## src/rtl/oled_spi_pkg.sv

```systemverilog
// Shared definitions for the SSD1306-class OLED SPI stream driver:
// power-sequencer states, the display-off command and a sizing helper.
package oled_spi_pkg;

  typedef enum logic [3:0] {
    OFF,
    VDD_WAIT,
    RES_LOW,
    RES_WAIT,
    VBAT_WAIT,
    RUN,
    SHIFT,
    SHUT_VBAT,
    SHUT_VDD
  } state_t;

  localparam logic [7:0] CMD_DISPLAY_OFF = 8'hAE;

  function automatic int max3(input int a, input int b, input int c);
    int m;
    m = (a > b) ? a : b;
    return (m > c) ? m : c;
  endfunction

endpackage

```

## src/rtl/spi_byte_tx.sv

```systemverilog
// Mode-3 SPI byte shifter: MSB first, CLK_DIV cycles per SCLK half-period,
// cs held low for the 8 bits, done pulses in the final cycle of the byte.
module spi_byte_tx #(
  parameter int CLK_DIV = 4
) (
  input  logic       i_clk,
  input  logic       i_rst,
  input  logic       i_start,
  input  logic [7:0] i_byte,
  input  logic       i_dc,
  output logic       o_done,
  output logic       o_cs,
  output logic       o_sclk,
  output logic       o_sdin,
  output logic       o_dc
);

  localparam int DW = $clog2(CLK_DIV + 1);
  localparam logic [DW-1:0] DIV_LAST = DW'(CLK_DIV - 1);
  localparam logic [DW-1:0] GAP_LAST = DW'((CLK_DIV > 1) ? CLK_DIV - 2 : 0);

  logic          r_active;
  logic          r_gap;
  logic          r_hi;
  logic [DW-1:0] r_div;
  logic [2:0]    r_bit;
  logic [7:0]    r_shreg;
  logic          r_dc;

  logic w_div_end;
  logic w_last_hi;
  logic w_done;

  assign w_div_end = (r_div == DIV_LAST);
  assign w_last_hi = r_active && !r_gap && r_hi && w_div_end && (r_bit == 3'd0);
  // The cs-high gap is CLK_DIV cycles including the idle cycle in which the
  // next byte is accepted, so only CLK_DIV-1 gap cycles are spent in here.
  assign w_done    = (CLK_DIV == 1) ? w_last_hi
                                    : (r_active && r_gap && (r_div == GAP_LAST));

  always_ff @(posedge i_clk or posedge i_rst) begin
    if (i_rst) begin
      r_active <= 1'b0;
      r_gap    <= 1'b0;
      r_hi     <= 1'b0;
      r_div    <= '0;
      r_bit    <= '0;
      r_shreg  <= '0;
      r_dc     <= 1'b0;
    end else if (i_start) begin
      r_active <= 1'b1;
      r_gap    <= 1'b0;
      r_hi     <= 1'b0;
      r_div    <= '0;
      r_bit    <= 3'd7;
      r_shreg  <= i_byte;
      r_dc     <= i_dc;
    end else if (r_active) begin
      if (w_done) begin
        r_active <= 1'b0;
        r_gap    <= 1'b0;
        r_hi     <= 1'b0;
        r_div    <= '0;
      end else if (r_gap) begin
        r_div <= r_div + 1'b1;
      end else if (w_div_end) begin
        r_div <= '0;
        r_hi  <= !r_hi;
        if (r_hi) begin
          r_shreg <= {r_shreg[6:0], 1'b0};
          r_bit   <= r_bit - 3'd1;
          if (r_bit == 3'd0) r_gap <= 1'b1;
        end
      end else begin
        r_div <= r_div + 1'b1;
      end
    end
  end

  assign o_done = w_done;
  assign o_cs   = !(r_active && !r_gap);
  assign o_sclk = !(r_active && !r_gap && !r_hi);
  assign o_sdin = r_shreg[7];
  assign o_dc   = r_dc;

endmodule

```

## src/rtl/oled_spi_stream.sv

```systemverilog
// OLED panel driver: VDD/reset/VBAT power sequencing, a valid/ready byte
// stream forwarded over SPI, and an orderly display-off shutdown.
module oled_spi_stream #(
  parameter int CLK_DIV    = 4,
  parameter int VDD_DELAY  = 1000,
  parameter int RES_PULSE  = 3,
  parameter int VBAT_DELAY = 100000
) (
  input  logic       clock,
  input  logic       reset,
  input  logic       shutdown,
  input  logic       in_valid,
  input  logic [7:0] in_data,
  input  logic       in_dc,
  output logic       in_ready,
  output logic       powered,
  output logic       cs,
  output logic       sdin,
  output logic       sclk,
  output logic       dc,
  output logic       res,
  output logic       vbatc,
  output logic       vddc
);

  import oled_spi_pkg::*;

  localparam int CW = $clog2(max3(VDD_DELAY, RES_PULSE, VBAT_DELAY) + 1);
  localparam logic [CW-1:0] VDD_LAST  = CW'(VDD_DELAY - 1);
  localparam logic [CW-1:0] RES_LAST  = CW'(RES_PULSE - 1);
  localparam logic [CW-1:0] VBAT_LAST = CW'(VBAT_DELAY - 1);

  state_t        r_state;
  state_t        w_next;
  logic [CW-1:0] r_cnt;
  logic          r_shut_byte;

  logic       w_cnt_en;
  logic       w_start;
  logic [7:0] w_tx_byte;
  logic       w_tx_dc;
  logic       w_tx_done;

  always_ff @(posedge clock or posedge reset) begin
    if (reset) begin
      r_state     <= OFF;
      r_cnt       <= '0;
      r_shut_byte <= 1'b0;
    end else begin
      r_state <= w_next;
      if (w_next != r_state) r_cnt <= '0;
      else if (w_cnt_en)     r_cnt <= r_cnt + 1'b1;
      if (w_start) r_shut_byte <= !in_valid;
    end
  end

  always_comb begin
    w_next    = r_state;
    w_cnt_en  = 1'b0;
    w_start   = 1'b0;
    w_tx_byte = in_data;
    w_tx_dc   = in_dc;
    in_ready  = 1'b0;
    powered   = 1'b0;
    res       = 1'b1;
    vbatc     = 1'b1;
    vddc      = 1'b0;
    unique case (r_state)
      OFF: begin
        vddc = 1'b1;
        if (!shutdown) w_next = VDD_WAIT;
      end
      VDD_WAIT: begin
        w_cnt_en = 1'b1;
        if (shutdown)                w_next = SHUT_VBAT;
        else if (r_cnt == VDD_LAST)  w_next = RES_LOW;
      end
      RES_LOW: begin
        w_cnt_en = 1'b1;
        res      = 1'b0;
        if (shutdown)                w_next = SHUT_VBAT;
        else if (r_cnt == RES_LAST)  w_next = RES_WAIT;
      end
      RES_WAIT: begin
        w_cnt_en = 1'b1;
        if (shutdown)                w_next = SHUT_VBAT;
        else if (r_cnt == RES_LAST)  w_next = VBAT_WAIT;
      end
      VBAT_WAIT: begin
        w_cnt_en = 1'b1;
        vbatc    = 1'b0;
        if (shutdown)                w_next = SHUT_VBAT;
        else if (r_cnt == VBAT_LAST) w_next = RUN;
      end
      RUN: begin
        vbatc    = 1'b0;
        in_ready = 1'b1;
        powered  = 1'b1;
        // A pending upstream byte wins over shutdown; shutdown is seen next idle cycle.
        if (in_valid) begin
          w_start = 1'b1;
          w_next  = SHIFT;
        end else if (shutdown) begin
          w_start   = 1'b1;
          w_tx_byte = CMD_DISPLAY_OFF;
          w_tx_dc   = 1'b0;
          w_next    = SHIFT;
        end
      end
      SHIFT: begin
        vbatc = 1'b0;
        if (w_tx_done) w_next = r_shut_byte ? SHUT_VBAT : RUN;
      end
      SHUT_VBAT: begin
        w_cnt_en = 1'b1;
        if (r_cnt == VBAT_LAST) w_next = SHUT_VDD;
      end
      SHUT_VDD: begin
        vddc   = 1'b1;
        w_next = OFF;
      end
      default: begin
        vddc   = 1'b1;
        w_next = OFF;
      end
    endcase
  end

  spi_byte_tx #(
    .CLK_DIV (CLK_DIV)
  ) u_tx (
    .i_clk   (clock),
    .i_rst   (reset),
    .i_start (w_start),
    .i_byte  (w_tx_byte),
    .i_dc    (w_tx_dc),
    .o_done  (w_tx_done),
    .o_cs    (cs),
    .o_sclk  (sclk),
    .o_sdin  (sdin),
    .o_dc    (dc)
  );

endmodule

```

## config.mk

```make
export PLATFORM = sky130hd
export DESIGN_NAME = oled_spi_stream
export DESIGN_NICKNAME = d
export VERILOG_FILES = /design/src/rtl/oled_spi_pkg.sv /design/src/rtl/spi_byte_tx.sv /design/src/rtl/oled_spi_stream.sv
export SDC_FILE = /design/constraint.sdc
export NUM_CORES = 1
export LEC_CHECK = 0
export ABC_AREA = 1
export CAP_MARGIN = 10
export CORE_MARGIN = 4
export CORE_UTILIZATION = 45
export CTS_BUF_LIST = sky130_fd_sc_hd__clkbuf_4 sky130_fd_sc_hd__clkbuf_8
export CTS_CLUSTER_DIAMETER = 60
export DETAILED_ROUTE_END_ITERATION = 16
export GPL_ROUTABILITY_DRIVEN = 0
export RECOVER_POWER = 100
export SLEW_MARGIN = 20
export SYNTH_ARGS = -nofsm -noshare
export SYNTH_HDL_FRONTEND = slang
export SYNTH_SLANG_ARGS = --single-unit
```

## constraint.sdc

```tcl
create_clock -name clock -period 2.7 [get_ports clock]
set_clock_uncertainty 0.2 [all_clocks]
set_input_delay 0.405 -clock clock [delete_from_list [all_inputs] [get_ports clock]]
set_output_delay 0.405 -clock clock [all_outputs]
set_load 0.02 [all_outputs]
```

# [Word-level counts from Yosys, hierarchy flattened]
# Cells that the tools add are included.
[classes] addsub=3 n_eq_ne=16 mux=63 n_reduce_logical=21
[op_table] cell="$mux 8" n=9
[op_table] cell="$mux 4" n=13
[op_table] cell="$mux 17" n=2
[op_table] cell="$mux 3" n=11
[op_table] cell="$pmux 4 s8" n=1
[op_table] cell="$mux 1" n=26
[op_table] cell="$add 17x1->17 const B" n=1
[op_table] cell="$eq 17x10->1 const B" n=1
[op_table] cell="$eq 17x17->1 const B" n=1
[op_table] cell="$eq 17x2->1 const B" n=1
[op_table] cell="$eq 4x3->1 const B" n=4
[op_table] cell="$eq 4x2->1 const B" n=2
[op_table] cell="$reduce_bool 2->1" n=4
[op_table] cell="$reduce_or 7->1" n=1
[op_table] cell="$eq 3x2->1 const B" n=2
[op_table] cell="$logic_not 1->1" n=5
[op_table] cell="$reduce_and 5->1" n=1
[op_table] cell="$reduce_or 5->1" n=1
[op_table] cell="$eq 4x1->1 const B" n=1
[op_table] cell="$logic_and 1x1->1" n=4
[op_table] cell="$logic_not 4->1" n=1
[op_table] cell="$ne 2x1->1 const B" n=2
[op_table] cell="$ne 4x4->1" n=1
[op_table] cell="$add 3x1->3 const B" n=1
[op_table] cell="other kinds (7)" n=7
[totals] register_bits=40 input_bits=13

# [Depth between registers and ports, before layout]
# Gate-level depths: netlist of the first run.
[depth] ltp_word=8 mapped_depth=15

# [Cells and area by module]
# Synthesis of the first run repeated with hierarchy kept, for this count alone.
[unflattened] hier_cells=377 area_unflattened_um2=2668.8
[modules_own_cells] mod="oled_spi_stream" n_inst=1 cells_each=242 area_per_inst_um2=1674.1 seq_area_each_um2=550.5
[modules_own_cells] mod="spi_byte_tx" n_inst=1 cells_each=135 area_per_inst_um2=994.7 seq_area_each_um2=450.4

# [Least setup slack after synthesis of the first run]
# No wires, ideal clock.
[synth_path] kind="flip-flop to flip-flop" startpoint="reg r_cnt[0]" endpoint="reg r_cnt[1]" arrival_ns=1.651 required_ns=2.372 path_slack_ns=0.721 stages_incl_launch_ff=14 period_less_slack_ns=1.979 cell_sequence="dfrtp_1 > ha_1 > inv_1 > nor2_1 > nand2_1 > nor2_2 > nand2_2 > nand2_4 > nand2_2 > nor3_1 > nor2_2 > nand3_4 > buf_12 > nor2_4"
[synth_between] elab_chain_cells=6 word_cells_on_any_way=18
[synth_lines] item="start: declaration" line="oled_spi_stream.sv:35" source="logic [CW-1:0] r_cnt;"
[synth_lines] item="start signal: assignment" line="oled_spi_stream.sv:52" source="else if (w_cnt_en) r_cnt <= r_cnt + 1'b1;"
[synth_lines] item="$eq 17x17->1, or another cell as far along" line="oled_spi_stream.sv:93, oled_spi_stream.sv:116"
[synth_lines] item="$mux 4, on equally long branches (2 in a row)"
[synth_lines] item="$pmux 4 s8" line="oled_spi_stream.sv:68" source="unique case (r_state)"
[synth_lines] item="$ne 4x4->1" line="oled_spi_stream.sv:51" source="if (w_next != r_state) r_cnt <= '0;"
[synth_lines] item="$mux 17 or $reduce_bool 2->1 (tied branches)"
# Parallel ways exist; a longest one is shown, timed or not. The select of a mux whose other input is x is not followed.
# A chain may end at the register's enable or synchronous reset.

# [Final worst setup path of the first run]
[layout_path] startpoint="reg r_state[2]" endpoint="out powered"
[layout_between] elab_chain_cells=2
[layout_lines] item="start: declaration" line="oled_spi_stream.sv:33" source="state_t r_state;"
[layout_lines] item="start signal: assignment" line="oled_spi_stream.sv:50" source="r_state <= w_next;"
[layout_lines] item="$eq 4x3->1" line="oled_spi_stream.sv:68"
[layout_lines] item="$mux 1" line="oled_spi_stream.sv:68"
[layout_lines] item="end: declaration" line="oled_spi_stream.sv:16" source="output logic powered,"
# No other way between the ends.

==> results of run 1 <==
kinds of logic after synthesis:
logic type	Yosys count	share of synthesized area [%]
AO/OA/AOI/OAI	27	6.89
buffers and inverters	49	8.11
AND/OR/NAND/NOR	191	37.8
adder cells (fa/ha/maj)	6	2.93
flip-flops	40	39.1
XOR/XNOR	15	5.13
metal layers:
layer  part of all wire [%]  routed length (um)  GRT usage (%)  vias up
li1                       -                   -              -     1094
met1                     50                2680           22.9      979
met2                     45                2410           26.1       37
met3                    3.2                 173           2.48        9
met4                    1.6                  83           4.97        0
met5                      0                   0              0        -
path summary, 6_finish.rpt:
check | cells past startpoint | from | end | slack (ns)
max | 5 | r_state[2] | powered | 0.26
min | 2 | u_tx.r_bit[2] | u_tx.r_bit[2] | 0.29
max reg2reg | 14 | r_cnt[0] | r_cnt[3] | 0.35
min reg2reg | 2 | u_tx.r_bit[2] | u_tx.r_bit[2] | 0.29
max in group asynchronous | 3 | reset | r_cnt[16] | 1.04
min in group asynchronous | 3 | reset | u_tx.r_shreg[5] | 0.66
synth_stat cells (all sizes together):
cell type / number / area share, %
nor3: 6 / 1.4
inv: 43 / 6.3
clkbuf: 1 / 0.15
nand2: 84 / 14
nand4: 4 / 0.98
xor2: 8 / 2.7
a32o: 1 / 0.39
a21oi: 5 / 0.98
o31ai: 3 / 0.88
o21ai: 9 / 1.8
o221ai: 5 / 1.7
o32ai: 1 / 0.34
ha: 6 / 2.9
dfrtp: 40 / 39
or2: 1 / 0.24
xnor2: 7 / 2.4
nand3: 22 / 5.3
a31oi: 2 / 0.49
nor2: 73 / 15
nand3b: 1 / 0.29
a22o: 1 / 0.34
buf: 3 / 1.4
clkinv: 2 / 0.29
flip-flops by register name (all words and copies together) (netlist names):
register	cells
r_cnt	17
r_shut_byte	1
r_state	4
u_tx.o_dc	1
u_tx.r_active	1
u_tx.r_bit	3
u_tx.r_div	3
u_tx.r_gap	1
u_tx.r_hi	1
u_tx.r_shreg	8
layout by cell type (no fill, tap or decap), drive strengths merged:
cell type / netlist / routed
o31ai: 3 / 3
nor3: 6 / 6
nand3: 22 / 22
clkinv: 2 / 4
inv: 43 / 43
a32o: 1 / 1
or2: 1 / 1
buf: 3 / 4
nand3b: 1 / 1
a31oi: 2 / 2
o21ai: 9 / 9
a22o: 1 / 1
nand2: 84 / 84
nor2: 73 / 73
a21oi: 5 / 5
clkdlybuf4s50: 0 / 10
nand4: 4 / 4
clkbuf: 1 / 7
ha: 6 / 6
xnor2: 7 / 7
xor2: 8 / 8
dfrtp: 40 / 40
dlygate4sd3: 0 / 11
o32ai: 1 / 1
o221ai: 5 / 5
critical path, delay by kind of cell, from the launching register on:
family | cells | cell delay [ns]
simple gates | 2 | 0.26
flops | 1 | 0.45
buf+inv | 3 | 0.84
final cells by class:
type / instances / share of cell area [%]
well taps: 72 / 3.13
inverters: 45 / 5.86
clock buffers: 6 / 2.87
multi-input cells: 239 / 44.1
repair buffers: 26 / 8.94
flip-flops and latches: 40 / 34.7
clock inverters: 2 / 0.347
where the power goes:
part	switching, mW	internal (mW)
Combinational	0.0198	0.0192
Sequential	0.00185	0.602
Clock	0.210	0.204
==> reports/qor.yml, run 1 <==
setup_path:
  startpoint_type: "register"
  crit_fanout: 5
  crit_type: "reg -> out"
  critical_path.cell_chain: "inv_2 -> nor2_4 -> nand2_1 -> inv_1 -> dlygate4sd3_1"
  max_stage_delay_ns: 0.67
  end_kind: "output pin"
  arrival_ns: 1.83
  slowest_stage: "dlygate4sd3_1"
  cp_data_required_time_ns: 2.10
cts:
  cts_sinks: 40
  htree_levels: 2
  clk_pin_slew_ns: 0.08
  clkLatencyLatePin_ns: 0.29
  cts_tree: "built"
  cts-root-buf: "clkbuf_8"
  cts_resized: 0
  cts_hold_buf: 0
  cts_setup_buffers: 0
  numCtsBuffers: 5
  cts_buffer_depth: 2
run_status:
  status: "finished clean"
finish:
  diodes: 0
  drive_gt1_share_pct: 14.5
  final_core_util_pct: 52.3
  design_area_um2: 2880
  num-fill-cells: 566
  nets: 376
  areaGrowthSynthToFinish_pct: 12.6
  final_cells: 430
  multi_input_area_um2: 1270
  regArea_um2: 1000
floorplan:
  dieArea_um2: 6960
  die_h_um: 83.4
  chipWidth_um: 83.4
  core.rowCount: 27
  core_area_um2: 5510
  io_pins: 22
  start_util_pct: 46.5
drt:
  ant_nets: 0
  drt-wirelength-per-cell_um: 12.4
  routed_wl_um: 5340
  via_per_inst: 4.93
  via_count: 2119
  first_iter_violations: 103
  drc: 0
  dr.pass1.iters: 6
timing:
  rsz0062_at_grt: "false"
  max_slew_margin_pct: 34.3
  final-max-slew-violation-count: 0
  worst_pin_slew_ns: 0.986
  fin_setup_tns_ns: 0
  hold_slack_ns: 0.290
  min_period_ns: 2.44
  finalSetupViolCount: 0
  timing.final.crit_share_pct: 90.3
  fin_ws_ns: 0.262
  clock.fmax_mhz: 410
  hold_viol: 0
min_path:
  holdCritPathClass: "reg -> reg"
place:
  post-place-ws_ns: 0.207
  dp_cells: 422
  dp_hpwl_um: 4040
  numPortBuffers: 21
  dpl_cell_area_um2: 2870
pwr:
  power.density_nw_per_um2: 367
  leakage_nw: 1.41
  ir_drop_v: 0.000334
  total_power_mw: 1.06
yosys:
  synth-seq-cells: 40
  yosysWarnings: 0
  synth_nets: 347
  ys_types: 31
  avgSynthCellArea_um2: 7.80
  ys_seq_area_share_pct: 39.1
  mappedNetlistArea_um2: 2560
  syn_inst: 328
grt:
  grt_max_degree: 41
  grt_pass1_wl_um: 9410
  grt_overflow: 0
  grt_pass1_vias: 2044
  antenna_found_initial: 0
  groute.usage.overall_pct: 16.4
job:
  max_cap_viol_count: 0
Power figures use the tool's default switching activity.
==> run 2, diff against run 1 <==
CORE_UTILIZATION = 55   (was 45)
PLACE_DENSITY = 0.82   (was unset)
==> run 2 against run 1 <==
Worst setup slack got worse by 0.094 ns. Maximum frequency decreased by 3.7%. Wire length decreased by 7.2%. Final area increased by 0.56%. Core utilization increased by 13 points. Sequential share of layout area decreased by 0.20 points. Critical path type unchanged. Global-route usage increased by 2.2 points. Power increased by 9.1%. Worst hold slack improved by 0.016 ns. Critical path depth decreased by 1. Via count increased by 0.71%. First-iteration DRC count decreased by 1.9%.
==> reports/qor.yml, run 2 (synthesized netlist as in run 1, its figures left out) <==
run_status:
  status: "finished clean"  # unchanged
grt:
  groute.usage.overall_pct: 18.6  # was 16.4%
  grt_pass1_wl_um: 8980  # was 9410 um
  antenna_found_initial: 0  # unchanged
  grt_max_degree: 41  # unchanged
  grt_overflow: 0  # unchanged
  grt_pass1_vias: 2108  # was 2,044
floorplan:
  die_h_um: 76.2  # was 83.4 um
  dieArea_um2: 5810  # was 6960 um2
  io_pins: 22  # unchanged
  start_util_pct: 57.6  # was 46.5%
  core.rowCount: 24  # was 27
  chipWidth_um: 76.2  # was 83.4 um
  core_area_um2: 4440  # was 5510 um2
cts:
  numCtsBuffers: 5  # unchanged
  cts_tree: "built"  # unchanged
  cts_setup_buffers: 0  # unchanged
  cts_hold_buf: 0  # unchanged
  htree_levels: 2  # unchanged
  clk_pin_slew_ns: 0.08  # about the same
  clkLatencyLatePin_ns: 0.29  # about the same
  cts_buffer_depth: 2  # unchanged
  cts_sinks: 40  # unchanged
  cts_resized: 0  # unchanged
  cts-root-buf: "clkbuf_8"  # unchanged
setup_path:
  crit_fanout: 8  # was 5
  r2r_end: "r_cnt[4]"  # was r_cnt[3]
  crit_family: "buffers and inverters"  # unchanged
  slowest_stage: "dlygate4sd3_1"  # unchanged
  critical_path.cell_chain: "nor2_2 -> nand2_1 -> inv_1 -> dlygate4sd3_1"  # was inv_2 -> nor2_4 -> nand2_1 -> inv_1 -> dlygate4sd3_1
  crit_type: "reg -> out"  # unchanged
  reg2reg_slack_ns: 0.45  # was 0.35 ns
  r2r_start: "r_cnt[0]"  # unchanged
  arrival_ns: 1.93  # was 1.83 ns
  end_kind: "output pin"  # unchanged
  cp_data_required_time_ns: 2.10  # about the same
  startpoint: "r_state[1]"  # was r_state[2]
  max_stage_delay_ns: 0.70  # was 0.67 ns
  startpoint_type: "register"  # unchanged
  critPathBufInv: 2  # was 3
  r2r_cells: 13  # was 14
timing:
  rsz0062_at_grt: "false"  # unchanged
  min_period_ns: 2.53  # was 2.44 ns
  max_slew_margin_pct: 35.9  # was 34.3%
  fin_setup_tns_ns: 0  # unchanged
  hold_viol: 0  # unchanged
  clock.fmax_mhz: 395  # was 410 MHz
  finalSetupViolCount: 0  # unchanged
  timing.final.crit_share_pct: 93.8  # was 90.3%
  final-max-slew-violation-count: 0  # unchanged
  worst_pin_slew_ns: 0.962  # was 0.986 ns
drt:
  ant_nets: 0  # unchanged
  via_count: 2134  # was 2,119
  via_per_inst: 5.22  # was 4.93
  first_iter_violations: 101  # was 103
  drc: 0  # unchanged
  drt-wirelength-per-cell_um: 12.1  # was 12.4 um
  dr.pass1.iters: 4  # was 6
  routed_wl_um: 4960  # was 5340 um
finish:
  nets: 375  # was 376
  top_regs: "r_cnt (17), u_tx.r_shreg (8), r_state (4)"  # unchanged
  regMostFlops: "r_cnt"  # unchanged
  layout_common_cells: "nand2_1 (69), nor2_1 (55), dfrtp_1 (40), inv_1 (36), nand3_1 (20)"  # was nand2_1 (72), nor2_1 (56), dfrtp_1 (40), inv_1 (36), nand3_1 (21)
  multi_input_area_um2: 1300  # was 1270 um2
  drive_gt1_share_pct: 15.7  # was 14.5%
  diodes: 0  # unchanged
  regArea_um2: 1000  # unchanged
  layout_commonest_cell: "nand2_1"  # unchanged
  num-fill-cells: 390  # was 566
  largest_register_ffs: 17  # unchanged
  final_core_util_pct: 65.2  # was 52.3%
  areaGrowthSynthToFinish_pct: 13.2  # was 12.6%
pwr:
  power.density_nw_per_um2: 398  # was 367 nW/um2
  ir_drop_v: 0.000372  # was 0.000334 V
  total_power_mw: 1.15  # was 1.06 mW
  leakage_nw: 1.41  # unchanged
min_path:
  holdPathEnd: "u_tx.r_bit[0]"  # was u_tx.r_bit[2]
  hold_depth: 1  # was 2
  holdCritPathClass: "reg -> reg"  # unchanged
  hp-start: "u_tx.r_bit[0]"  # was u_tx.r_bit[2]
job:
  max_cap_viol_count: 0  # unchanged
place:
  numPortBuffers: 21  # unchanged
  dp_hpwl_um: 3750  # was 4040 um
run 2: cell types whose count changed in the layout (fill, tap and decap cells not counted), sizes merged:
cell,before,now
buf,4,3
bufinv,0,1
clkinv,4,3
dlygate4sd3,11,10
clkdlybuf4s50,10,11
run 2: worst max-delay path by stage:
stage,to,slack [ns],cells after the start
2_1_floorplan,r_cnt[1],0.72,13
3_3_place_gp,r_cnt[14],0.18,13
3_5_place_dp,r_cnt[14],0.13,13
4_1_cts,in_ready,0.22,4
5_1_grt,in_ready,0.08,4
6_report,in_ready,0.17,4
run 2: metrics by stage:
step                hold WS, ns  instances  setup WS [ns]  instance area [um2]
floorplan                 0.252        328          0.721                 2560
global placement          0.265        401          0.179                 2830
detailed placement        0.295        401          0.134                 2830
CTS                       0.310        409          0.216                 2950
global route              0.355        409         0.0757                 2900
finish                    0.306        409          0.167                 2900
run 2: worst register-to-register path, cell delays in order, from the launching register on:
cell	delay (ns)
dfrtp_1	0.41
ha_1	0.22
inv_1	0.07
nor2_1	0.08
nand2_1	0.06
nor2_1	0.12
nand2_2	0.12
nand2_4	0.10
nand2_1	0.06
nor2_2	0.12
nand3_1	0.11
nand2_2	0.10
nand3_4	0.24
nor2_1	0.18
run 2: cell type report:
cell class,count,share of cell area (%)
Sequential cell,40,34.5
Tap cell,52,2.25
Inverter,45,5.83
Timing Repair Buffer,25,8.20
Multi-Input combinational cell,239,45.0
Clock buffer,6,2.85
Clock inverter,2,1.34
run 2: routing by layer:
layer  wire length, um  global-route usage (%)
met1              2340                    24.3
met2              2390                    30.6
met3               154                    4.14
met4                83                    6.16
met5                 0                       0
run 2: report_power, final:
part | switching (mW) | internal (mW) | total, mW
Sequential | 0.00174 | 0.602 | 0.604
Clock | 0.207 | 0.302 | 0.509
Combinational | 0.0202 | 0.0202 | 0.0405
Total | 0.229 | 0.925 | 1.15
==> run 3, diff against run 2 <==
--- a/constraint.sdc
+++ b/constraint.sdc
@@ -3,3 +3,3 @@
 set_input_delay 0.405 -clock clock [delete_from_list [all_inputs] [get_ports clock]]
 set_output_delay 0.405 -clock clock [all_outputs]
-set_load 0.02 [all_outputs]
+set_load 0.005 [all_outputs]
==> run 3 against run 2 <==
Worst hold slack got worse by 0.00083 ns. Via count increased by 0.89%. Flip-flop and latch count unchanged. Critical path depth increased by 1. First-iteration DRC count increased by 6.9%. Register-to-register slack about the same. Sequential share of layout area increased by 0.060 points. Final cell count unchanged. Count of clock-buffer cells in the layout unchanged. Die area unchanged. Critical path type unchanged. Largest power group unchanged.
==> reports/qor.yml, run 3 (synthesized netlist as in run 1, its figures left out) <==
job:
  max_cap_viol_count: 0  # unchanged
timing:
  hold_slack_ns: 0.305  # was 0.306 ns
  finalSetupViolCount: 0  # unchanged
  rsz0062_at_grt: "false"  # unchanged
  fin_setup_tns_ns: 0  # unchanged
  max_slew_margin_pct: 35.9  # about the same
  final-max-slew-violation-count: 0  # unchanged
  hold_viol: 0  # unchanged
  worst_pin_slew_ns: 0.961  # was 0.962 ns
  clock.fmax_mhz: 406  # was 395 MHz
  timing.final.crit_share_pct: 91.3  # was 93.8%
  fin_ws_ns: 0.234  # was 0.167 ns
  min_period_ns: 2.47  # was 2.53 ns
finish:
  layout_common_cells: "nand2_1 (70), nor2_1 (56), dfrtp_1 (40), inv_1 (37), nand3_1 (20)"  # was nand2_1 (69), nor2_1 (55), dfrtp_1 (40), inv_1 (36), nand3_1 (20)
  layout_commonest_cell: "nand2_1"  # unchanged
  largest_register_ffs: 17  # unchanged
  final_core_util_pct: 65.1  # was 65.2%
  top_regs: "r_cnt (17), u_tx.r_shreg (8), r_state (4)"  # unchanged
  drive_gt1_share_pct: 14.8  # was 15.7%
  regMostFlops: "r_cnt"  # unchanged
  areaGrowthSynthToFinish_pct: 13.0  # was 13.2%
  diodes: 0  # unchanged
  num-fill-cells: 392  # was 390
  nets: 375  # unchanged
min_path:
  hp-start: "u_tx.r_bit[0]"  # unchanged
  hold_depth: 1  # unchanged
  holdCritPathClass: "reg -> reg"  # unchanged
cts:
  clk_pin_slew_ns: 0.08  # about the same
  cts_resized: 0  # unchanged
  numCtsBuffers: 5  # unchanged
  cts_setup_buffers: 0  # unchanged
  cts-root-buf: "clkbuf_8"  # unchanged
  htree_levels: 2  # unchanged
  cts_sinks: 40  # unchanged
  cts_hold_buf: 0  # unchanged
  clkLatencyLatePin_ns: 0.29  # about the same
  cts_tree: "built"  # unchanged
  cts_buffer_depth: 2  # unchanged
place:
  post-place-ws_ns: 0.134  # unchanged
  dp_hpwl_um: 3750  # unchanged
  numPortBuffers: 21  # unchanged
grt:
  grt_pass1_wl_um: 8980  # unchanged
  grt_max_degree: 41  # unchanged
  grt_pass1_vias: 2108  # unchanged
  groute.usage.overall_pct: 18.6  # unchanged
  antenna_found_initial: 0  # unchanged
  grt_overflow: 0  # unchanged
floorplan:
  io_pins: 22  # unchanged
  die_h_um: 76.2  # unchanged
  dieArea_um2: 5810  # unchanged
  chipWidth_um: 76.2  # unchanged
  core_area_um2: 4440  # unchanged
  core.rowCount: 24  # unchanged
  start_util_pct: 57.6  # unchanged
setup_path:
  crit_type: "reg -> out"  # unchanged
  arrival_ns: 1.86  # was 1.93 ns
  end_kind: "output pin"  # unchanged
  r2r_cells: 13  # unchanged
  startpoint_type: "register"  # unchanged
  startpoint: "r_state[0]"  # was r_state[1]
  crit_fanout: 7  # was 8
  cp_data_required_time_ns: 2.10  # about the same
  r2r_start: "r_cnt[0]"  # unchanged
drt:
  ant_nets: 0  # unchanged
  via_count: 2153  # was 2,134
  via_per_inst: 5.26  # was 5.22
  drc: 0  # unchanged
  drt-wirelength-per-cell_um: 12.2  # was 12.1 um
  dr.pass1.iters: 4  # unchanged
  routed_wl_um: 4970  # was 4960 um
  first_iter_violations: 108  # was 101
pwr:
  power.density_nw_per_um2: 398  # about the same
  ir_drop_v: 0.000373  # was 0.000372 V
  total_power_mw: 1.15  # about the same
  leakage_nw: 1.41  # about the same
run_status:
  status: "finished clean"  # unchanged
[run 3: critical path, stage by stage (launching register included)]
cell             delay (ns)
dfrtp_1                0.38
inv_1                  0.13
nor2_1                 0.28
nand2_1                0.12
inv_1                  0.13
clkdlybuf4s50_1        0.54
[run 3: cell type report]
class                           count  area [um2]  share of cell area, %
Inverter                           45         169                   5.84
Clock inverter                      2        38.8                   1.34
Sequential cell                    40        1000                   34.6
Timing Repair Buffer               25         238                   8.22
Tap cell                           52        65.1                   2.25
Clock buffer                        6        82.6                   2.85
Multi-Input combinational cell    239        1300                   44.9
[run 3: where the power goes]
group          switching, mW  total (mW)  internal, mW  leakage, nW
registers            0.00173       0.604         0.602        0.507
logic                 0.0193      0.0395        0.0202        0.837
clock network          0.207       0.509         0.302       0.0614
[run 3: layer usage]
| metal | part of all wire [%] | wire length (um) | vias up | global-route usage (%) |
|---|---|---|---|---|
| met5 | 0 | 0 | - | 0 |
| li1 | - | - | 1086 | - |
| met3 | 3.6 | 177 | 7 | 4.14 |
| met2 | 49 | 2420 | 37 | 30.6 |
| met1 | 46 | 2300 | 1023 | 24.3 |
| met4 | 1.4 | 72 | 0 | 6.16 |
[run 3: final timing paths]
kind / endpoint / slack, ns
hold / removal: u_tx.r_bit[0] / 0.30
min in group asynchronous: u_tx.r_shreg[7] / 0.64
max in group asynchronous: r_state[2] / 1.07
setup / recovery: in_ready / 0.23
setup reg to reg: r_cnt[4] / 0.45
hold reg to reg: u_tx.r_bit[0] / 0.30
[run 3: per-stage QoR]
step | area (um2) | std cells
floorplan | 2560 | 328
global placement | 2830 | 401
detailed placement | 2830 | 401
CTS | 2950 | 409
global route | 2890 | 409
finish | 2890 | 409
